[src/rtl/mem_ctrl.sv]
// Byte-serial memory controller: arbitrates instruction fetch and load/store requests onto a
// byte-wide RAM port and returns little-endian words with a one-cycle completion pulse.

module mem_ctrl #(
    parameter int unsigned ADDR_WIDTH = 32
) (
    input  logic                  clk_in,
    input  logic                  rst_in,
    input  logic                  rdy_in,
    input  logic                  if_req,
    input  logic [ADDR_WIDTH-1:0] if_addr,
    input  logic                  if_flush,
    output logic                  if_ready,
    output logic [31:0]           if_inst,
    input  logic                  ls_req,
    input  logic                  ls_wr,
    input  logic [1:0]            ls_size,
    input  logic [ADDR_WIDTH-1:0] ls_addr,
    input  logic [31:0]           ls_wdata,
    output logic                  ls_done,
    output logic [31:0]           ls_rdata,
    input  logic [7:0]            mem_din,
    output logic [7:0]            mem_dout,
    output logic [31:0]           mem_a,
    output logic                  mem_wr,
    input  logic                  io_buffer_full
);

    typedef enum logic [1:0] {StIdle, StFetch, StLoad, StStore} state_e;

    state_e                  state_q, state_d;
    logic [ADDR_WIDTH-1:0]   addr_q, addr_d;
    logic [2:0]              cnt_q, cnt_d;
    logic [2:0]              len_q, len_d;
    logic [31:0]             buf_q, buf_d;
    logic [31:0]             wdata_q, wdata_d;
    logic [31:0]             if_inst_q, if_inst_d;
    logic [31:0]             ls_rdata_q, ls_rdata_d;
    logic                    if_ready_q, if_ready_d;
    logic                    ls_done_q, ls_done_d;
    logic [7:0]              hold_q;
    logic                    hold_vld_q;
    logic [7:0]              rd_byte;
    logic [2:0]              ls_len;
    logic                    stall;

    // After a freeze, mem_din already reflects the held address, so the byte that was on
    // mem_din in the first frozen cycle is kept and used at the resume edge instead.
    assign rd_byte  = hold_vld_q ? hold_q : mem_din;

    assign mem_a    = 32'(addr_q);
    assign stall    = (state_q == StStore) && io_buffer_full && (mem_a[17:16] == 2'b11);
    assign mem_wr   = (state_q == StStore) && rdy_in && !stall;
    assign mem_dout = (state_q == StStore) ? wdata_q[{cnt_q[1:0], 3'b000} +: 8] : 8'h00;

    assign if_ready = if_ready_q;
    assign if_inst  = if_inst_q;
    assign ls_done  = ls_done_q;
    assign ls_rdata = ls_rdata_q;

    always_comb begin
        ls_len = 3'd4;
        case (ls_size)
            2'd0:    ls_len = 3'd1;
            2'd1:    ls_len = 3'd2;
            default: ls_len = 3'd4;
        endcase
    end

    always_comb begin
        state_d    = state_q;
        addr_d     = addr_q;
        cnt_d      = cnt_q;
        len_d      = len_q;
        buf_d      = buf_q;
        wdata_d    = wdata_q;
        if_inst_d  = if_inst_q;
        ls_rdata_d = ls_rdata_q;
        if_ready_d = 1'b0;
        ls_done_d  = 1'b0;

        case (state_q)
            StIdle: begin
                if (ls_req) begin
                    state_d = ls_wr ? StStore : StLoad;
                    addr_d  = ls_addr;
                    len_d   = ls_len;
                    cnt_d   = 3'd0;
                    buf_d   = 32'h0;
                    wdata_d = ls_wdata;
                end else if (if_req && !if_flush) begin
                    state_d = StFetch;
                    addr_d  = if_addr;
                    len_d   = 3'd4;
                    cnt_d   = 3'd0;
                    buf_d   = 32'h0;
                end
            end

            StFetch, StLoad: begin
                if (state_q == StFetch && if_flush) begin
                    state_d = StIdle;
                end else begin
                    // The byte addressed in the previous cycle arrives now.
                    if (cnt_q != 3'd0) begin
                        buf_d[{2'(cnt_q - 3'd1), 3'b000} +: 8] = rd_byte;
                    end
                    if (cnt_q == len_q) begin
                        state_d = StIdle;
                        if (state_q == StFetch) begin
                            if_inst_d  = buf_d;
                            if_ready_d = 1'b1;
                        end else begin
                            ls_rdata_d = buf_d;
                            ls_done_d  = 1'b1;
                        end
                    end else begin
                        cnt_d = cnt_q + 3'd1;
                        if (cnt_q + 3'd1 < len_q) begin
                            addr_d = addr_q + ADDR_WIDTH'(1);
                        end
                    end
                end
            end

            StStore: begin
                if (!stall) begin
                    if (cnt_q == len_q - 3'd1) begin
                        state_d   = StIdle;
                        ls_done_d = 1'b1;
                    end else begin
                        cnt_d  = cnt_q + 3'd1;
                        addr_d = addr_q + ADDR_WIDTH'(1);
                    end
                end
            end

            default: state_d = StIdle;
        endcase
    end

    always_ff @(posedge clk_in or negedge rst_in) begin
        if (!rst_in) begin
            state_q    <= StIdle;
            addr_q     <= '0;
            cnt_q      <= 3'd0;
            len_q      <= 3'd0;
            buf_q      <= 32'h0;
            wdata_q    <= 32'h0;
            if_inst_q  <= 32'h0;
            ls_rdata_q <= 32'h0;
            if_ready_q <= 1'b0;
            ls_done_q  <= 1'b0;
        end else if (rdy_in) begin
            state_q    <= state_d;
            addr_q     <= addr_d;
            cnt_q      <= cnt_d;
            len_q      <= len_d;
            buf_q      <= buf_d;
            wdata_q    <= wdata_d;
            if_inst_q  <= if_inst_d;
            ls_rdata_q <= ls_rdata_d;
            if_ready_q <= if_ready_d;
            ls_done_q  <= ls_done_d;
        end
    end

    always_ff @(posedge clk_in or negedge rst_in) begin
        if (!rst_in) begin
            hold_q     <= 8'h00;
            hold_vld_q <= 1'b0;
        end else if (!rdy_in) begin
            if (!hold_vld_q) begin
                hold_q     <= mem_din;
                hold_vld_q <= 1'b1;
            end
        end else begin
            hold_vld_q <= 1'b0;
        end
    end

endmodule
[config.mk]
export PLATFORM = sky130hd
export DESIGN_NAME = mem_ctrl
export DESIGN_NICKNAME = d
export VERILOG_FILES = /design/src/rtl/mem_ctrl.sv
export SDC_FILE = /design/constraint.sdc
export NUM_CORES = 1
export LEC_CHECK = 0
export ABC_AREA = 1
export BUFFER_PORTS_ARGS = -buffer_cell sky130_fd_sc_hd__clkbuf_2
export CAP_MARGIN = 40
export CORE_MARGIN = 4
export CORE_UTILIZATION = 55
export CTS_CLUSTER_DIAMETER = 50
export CTS_CLUSTER_SIZE = 40
export DETAILED_ROUTE_END_ITERATION = 10
export PLACE_DENSITY = 0.79
export RECOVER_POWER = 100
export SYNTH_ARGS = -nofsm -noshare
export SYNTH_HDL_FRONTEND = slang
export SYNTH_SLANG_ARGS = --single-unit
[constraint.sdc]
create_clock -name clk_in -period 3.2 [get_ports clk_in]
set_input_delay 0.64 -clock clk_in [delete_from_list [all_inputs] [get_ports clk_in]]
set_output_delay 0.64 -clock clk_in [all_outputs]
set_load 0.01 [all_outputs]
==> metrics.txt, run 1 <==
Setup crit start kind register; Synth async-reset ratio 1.00; Ys Warns 0; maximum vdd drop roughly 0.43 mV; clock skew between 0.01 and 0.015 ns; relative slew slack -0.185; RePlAce Congestion 0.932; Total GRT Usage 0.261; core region area ~0.017 mm^2; Crit Path Class register to register; Tot Pwr 9.00 mW; maxcap violations 1; die height around 140 um; Initial Utilization 0.567; cell accounting for the most synthesized area dfrtp_1; Skew-Pair Late Insertion Delay 0.44 ns; top-count cell post-synth nand2_1; Port Buf Inserts 220; drc violations 0; Netlist Area Pre-Place 0.00947 mm^2; CP endpoint kind register; syn nets 1353; sequential cell area fraction in the yosys report 0.473; Hold Violations, Final 0; busiest layer in global routing met2; M3 GR Usage 0.0569; antenna-violating nets left 0; TritonCTS clock tree yes; drt first-iter violations 797; IO Count about 220; Data arrival, critical path 3.05 ns; failing checks max-capacitance violations, max-slew violations; largest cells by area after synthesis dfrtp_1, nand2_1, nor2_1; FF/Latch Area 0.00448 mm^2; maximum fanout along the worst path 32; TritonRoute pass-1 iters 7; Yosys top cell area share 0.473; Synth cell types 37; Worst Max-Slew Pin Slew 1.78 ns; status complete, but fails checks; fin nets 1552; WL per Instance approximately 15 um; Gate Count Post-Synth about 1200; synthesized flop and latch total 179; met1 usage 0.357; CP required 3.48 ns; post-cts sizing count 0; final slew viol count 73; Hold Buf Count CTS 0; post-DP HPWL 18200 um; hold crit path type input pin to register; vias in the first global route 8540; Max clock buf depth 2; Routed WL 25200 um; Peak Freq around 360 MHz; largest net degree at the start of global routing 74; layout cell share with drive strength beyond 1 0.150; Clock transition at path regs 0.07 ns; Die Wd 139 um; synth-to-layout area growth 17.7%; setup violators final 0; FP Rows 47; Post-CTS Setup Bufs 0; RSZ-0062 raised after global routing no; cell area power density between 800 and 900 mW/mm^2; multi-input logic area about 0.0043 mm^2; Num CTS Buffers 17; antenna violations before repair 0; GRT Residual Overflow 0; Final TNS setup 0 ns; final core utilization 0.667; CTS sink cnt 179; CTS H-tree depth 4; first-pass GRT wire length 41800 um; synth cell count leaders nand2_1, dfrtp_1, nor2_1; leak pwr around 5.3 nW; fill count 1499; vias per std cell 5.35; CTS root buffer clkbuf_16; final cycle utilization of the critical path 0.866; area of the die 0.0194 mm^2; GR met2 Demand/Resource 0.420; post-layout minimum cycle time 2.77 ns; Avg Inst Size Synth 7.73 um^2; Post-synth EDFFs 0; n_diodes 0; via count 8861; top_reg_cell synth dfrtp_1
[power breakdown]
group	switching (mW)	internal [mW]
combinational	2.20	1.20
sequential	0.553	2.89
clock	0.960	1.20
[cell type report]
| cell class | count | area share |
|---|---|---|
| flip-flops and latches | 179 | 0.402 |
| multi-input cells | 871 | 0.382 |
| repair buffers | 235 | 0.0968 |
| inverters | 119 | 0.0401 |
| clock buffers | 19 | 0.0398 |
| well taps | 220 | 0.0247 |
| clock inverters | 13 | 0.0149 |
[sequential cells by signal, summed over array words and instances (netlist names)]
name and cells:
buf_q 32, if_inst 32, ls_rdata 32, mem_a 32, wdata_q 32, hold_q 8, cnt_q 3, len_q 3
state_q 2, hold_vld_q 1, if_ready 1, ls_done 1
[critical path: stages (launching register included)]
cell and delay, ns:
dfrtp_1 0.40, inv_1 0.10, ha_1 0.54, inv_1 0.67, a211oi_4 0.40, buf_4 0.37, o22ai_1 0.13
[kinds of logic (layout without fill, tap and decap cells)]
kind of cell    Yosys count  in the layout  synth area share
flops                   179            179             0.473
buf+inv                 174            386            0.0772
fa+ha+maj                15             15            0.0198
mux                      32             32            0.0381
simple gates            590            590             0.252
xor+xnor                  6              6           0.00555
compound gates          228            228             0.134
[per-stage QoR]
step	instances	hold WS (ns)	setup slack, ns	area, um^2
6_report	1656	0.397	0.430	11100
3_5_place_dp	1624	0.470	0.566	10700
2_1_floorplan	1224	0.344	0.582	9470
5_1_grt	1656	0.395	0.178	11100
4_1_cts	1656	0.231	0.565	11300
3_3_place_gp	1623	0.466	0.679	10700
[final timing paths]
kind | slack [ns] | end | cells after the start | from
worst max-delay path | 0.43 | buf_q[24] | 6 | state_q[1]
worst min-delay path | 0.40 | len_q[0] | 2 | ls_size[0]
worst max register to register | 0.43 | buf_q[24] | 6 | state_q[1]
worst min register to register | 0.48 | if_ready | 2 | if_ready
max in group asynchronous | 0.79 | wdata_q[11] | 2 | rst_in
min in group asynchronous | 0.67 | if_inst[6] | 1 | rst_in
[cells in the final DEF, fill, tap and decap left out, drive strengths merged, types with 2 or more instances in the layout]
master and count:
clkinvlp 2, nand3 57, or2 4, inv 125, xor2 6, o22ai 32, dfrtp 179, clkbuf 244
a22oi 12, nor3 3, nor2 155, a31oi 4, mux2 32, clkinv 3, a21oi 25, o21a 5
buf 10, nand4 4, ha 15, o21ai 141, a211oi 6, bufinv 2, nand2 365
[metal layers]
metal / vias up / wire (um)
met5: - / 0
met4: 0 / 550
met3: 43 / 1720
met2: 312 / 12000
met1: 4152 / 11000
li1: 4354 / -
No activity file was read; power rests on OpenSTA's default activity.
==> inputs of run 2 (changes only) <==
ABC_AREA = default   (was 1)
CAP_MARGIN = default   (was 40)
CORE_UTILIZATION = 54   (was 55)
GPL_TIMING_DRIVEN = 0   (was default)
==> metrics.txt, run 2 <==
status complete, but fails checks; failing checks max-capacitance violations, max-slew violations; Worst Max-Slew Pin Slew 2.13 ns; GRT Residual Overflow 0; commonest non-fill, non-tap cell in the layout dfrtp_1; synthesized flop and latch total 179; Gate Count Post-Synth 832; post-DP HPWL 17800 um; Data arrival, critical path between 3 and 4 ns; Final TNS setup 0 ns; CP endpoint kind register; WL per Instance approximately 19 um; Clock transition at path regs around 0.07 ns; sequential cell area fraction in the yosys report 0.508; synth-to-layout area growth 21.7%; IO Count 221; largest net degree at the start of global routing 91; final slew viol count 91; final cycle utilization of the critical path 0.962; final hold slack 0.423 ns; syn nets 961; worst slack at placement -0.396 ns; first-pass GRT wire length 38400 um; Avg Inst Size Synth around 11 um^2; cell accounting for the most synthesized area dfrtp_1; CP required 3.51 ns; maxcap violations 1; setup violators final 0; n_diodes 0; Hold Buf Count CTS 0; cell area power density 900 mW/mm^2; fill count between 1000 and 1500; Synth async-reset ratio 1.00; synth cell count leaders dfrtp_1, nor2_1, a21oi_1; top-count cell post-synth dfrtp_1; CTS sink cnt ~180; Worst path max stage delay 0.51 ns; hold crit path type input pin to register; vias in the first global route 7443; Max clock buf depth 2; Worst Slack Setup Final 0.122 ns; Hold Violations, Final 0; Post-synth EDFFs 0; TritonCTS clock tree yes; via count ~7700; antenna-violating nets left 0; FP Rows 46; post-layout minimum cycle time roughly 3.1 ns; TritonRoute pass-1 iters 5; antenna violations before repair 0; post-cts sizing count 5; leak pwr 4.75 nW; Num CTS Buffers 17; CTS H-tree depth 4; fin nets 1200; crit-path leading delay family compound AO/OA/AOI/OAI gates; Post-CTS Setup Bufs 0; Skew-Pair Late Insertion Delay 0.43 ns; cell mode on critical path buf_2; vias per std cell 5.91; top_reg_cell synth dfrtp_1; drc violations 0; maximum fanout along the worst path 10; layout cell share with drive strength beyond 1 0.216; maximum vdd drop 0.488 mV; Peak Freq about 320 MHz; largest cells by area after synthesis dfrtp_1, mux2_2, a21oi_1; CP bufs+invs 3; drt first-iter violations about 550; critical-path cell list inv_1 -> ha_2 -> ha_1 -> nor2b_1 -> o21a_1 -> o21ai_4 -> nand2_2 -> buf_2 -> buf_2 -> a2111o_1; Total GRT Usage 0.263; Initial Utilization 0.553; clock skew slightly above 0.009 ns; area of the die 0.0184 mm^2; commonest non-fill, non-tap cells in the layout dfrtp_1, clkbuf_1, clkbuf_2, nor2_1, a21oi_1; Crit Path Class register to register; Routed WL 24300 um; Netlist Area Pre-Place 0.00881 mm^2; Port Buf Inserts 219; Yosys top cell area share 0.508; die height 136 um; core region area 0.0159 mm^2; Synth cell types 60; Ys Warns 0; Die Wd 136 um; Setup crit start kind register; RePlAce Congestion 0.964; CTS root buffer clkbuf_16; relative slew slack -0.420; critical path's slowest cell dfrtp_1
run 2: cell types whose count changed after synthesis, sizes merged, moves of 19 or more:
cell | before | now
o22ai | 32 | 12
buf | 38 | 14
nand2 | 365 | 35
nor2 | 155 | 88
o21ai | 141 | 27
nand3 | 57 | 26
a21oi | 25 | 83
inv | 119 | 15
nor4 | 0 | 19
a22o | 0 | 28
a22oi | 12 | 32
mux2 | 32 | 60
run 2: through the flow:
stage               cell area (um^2)  power (mW)  utilization  cells
CTS                            10900        9.77        0.682   1299
finish                         10700        9.66        0.673   1299
floorplan                       8810        6.07            -    832
global route                   10700        10.3        0.673   1299
global placement               10200        7.35        0.638   1267
detailed placement             10200        7.49        0.641   1268
run 2: layout make-up:
cell class | count | area, um^2 | share of cell area
multi-input combinational | 590 | 4100 | 0.382
tap | 216 | 270 | 0.0252
timing repair buffer | 220 | 976 | 0.0910
clock inverter | 13 | 198 | 0.0184
clock buffer | 18 | 439 | 0.0409
buffer | 48 | 205 | 0.0191
inverter | 15 | 56.3 | 0.00525
sequential | 179 | 4480 | 0.418
run 2: kinds of logic (layout without fill, tap and decap cells):
logic type               after synthesis  count (layout)  share of synthesized area
AO/OA/AOI/OAI                        221             221                      0.163
XOR/XNOR                               5               5                    0.00653
adder cells (fa/ha/maj)               15              15                     0.0213
buffers and inverters                 63             314                     0.0285
flip-flops                           179             179                      0.508
multiplexers                          84              84                      0.115
AND/OR/NAND/NOR                      265             265                      0.157
run 2: layer usage:
metal / track usage / vias to the layer above / share of wire
met1: 0.353 / 3734 / 0.41
met2: 0.438 / 339 / 0.49
met3: 0.0531 / 34 / 0.077
met5: 0 / - / 0
li1: - / 3569 / -
met4: 0.0767 / 0 / 0.021
run 2: power by group:
| part | total [mW] | switching (mW) | internal (mW) |
|---|---|---|---|
| combinational | 3.68 | 2.17 | 1.51 |
| sequential | 3.72 | 0.682 | 3.04 |
| clock | 2.26 | 0.913 | 1.34 |
| total | 9.66 | 3.77 | 5.89 |
run 2: worst reg2reg max path, cell delays in order (launching register included):
cell and delay (ns):
dfrtp_1 0.51, inv_1 0.18, ha_2 0.42, ha_1 0.24
nor2b_1 0.13, o21a_1 0.19, o21ai_4 0.25, nand2_2 0.18
buf_2 0.24, buf_2 0.22, a2111o_1 0.41
run 2: path summary, 6_finish.rpt:
path | from | to | slack [ns] | depth (start not counted)
worst min register to register | if_ready | if_ready | 0.49 | 1
worst min-delay path | ls_size[0] | len_q[0] | 0.42 | 2
worst max-delay path | cnt_q[0] | mem_a[6] | 0.12 | 10
max in group asynchronous | rst_in | cnt_q[1] | 0.61 | 2
worst max register to register | cnt_q[0] | mem_a[6] | 0.12 | 10
min in group asynchronous | rst_in | if_inst[9] | 0.84 | 1
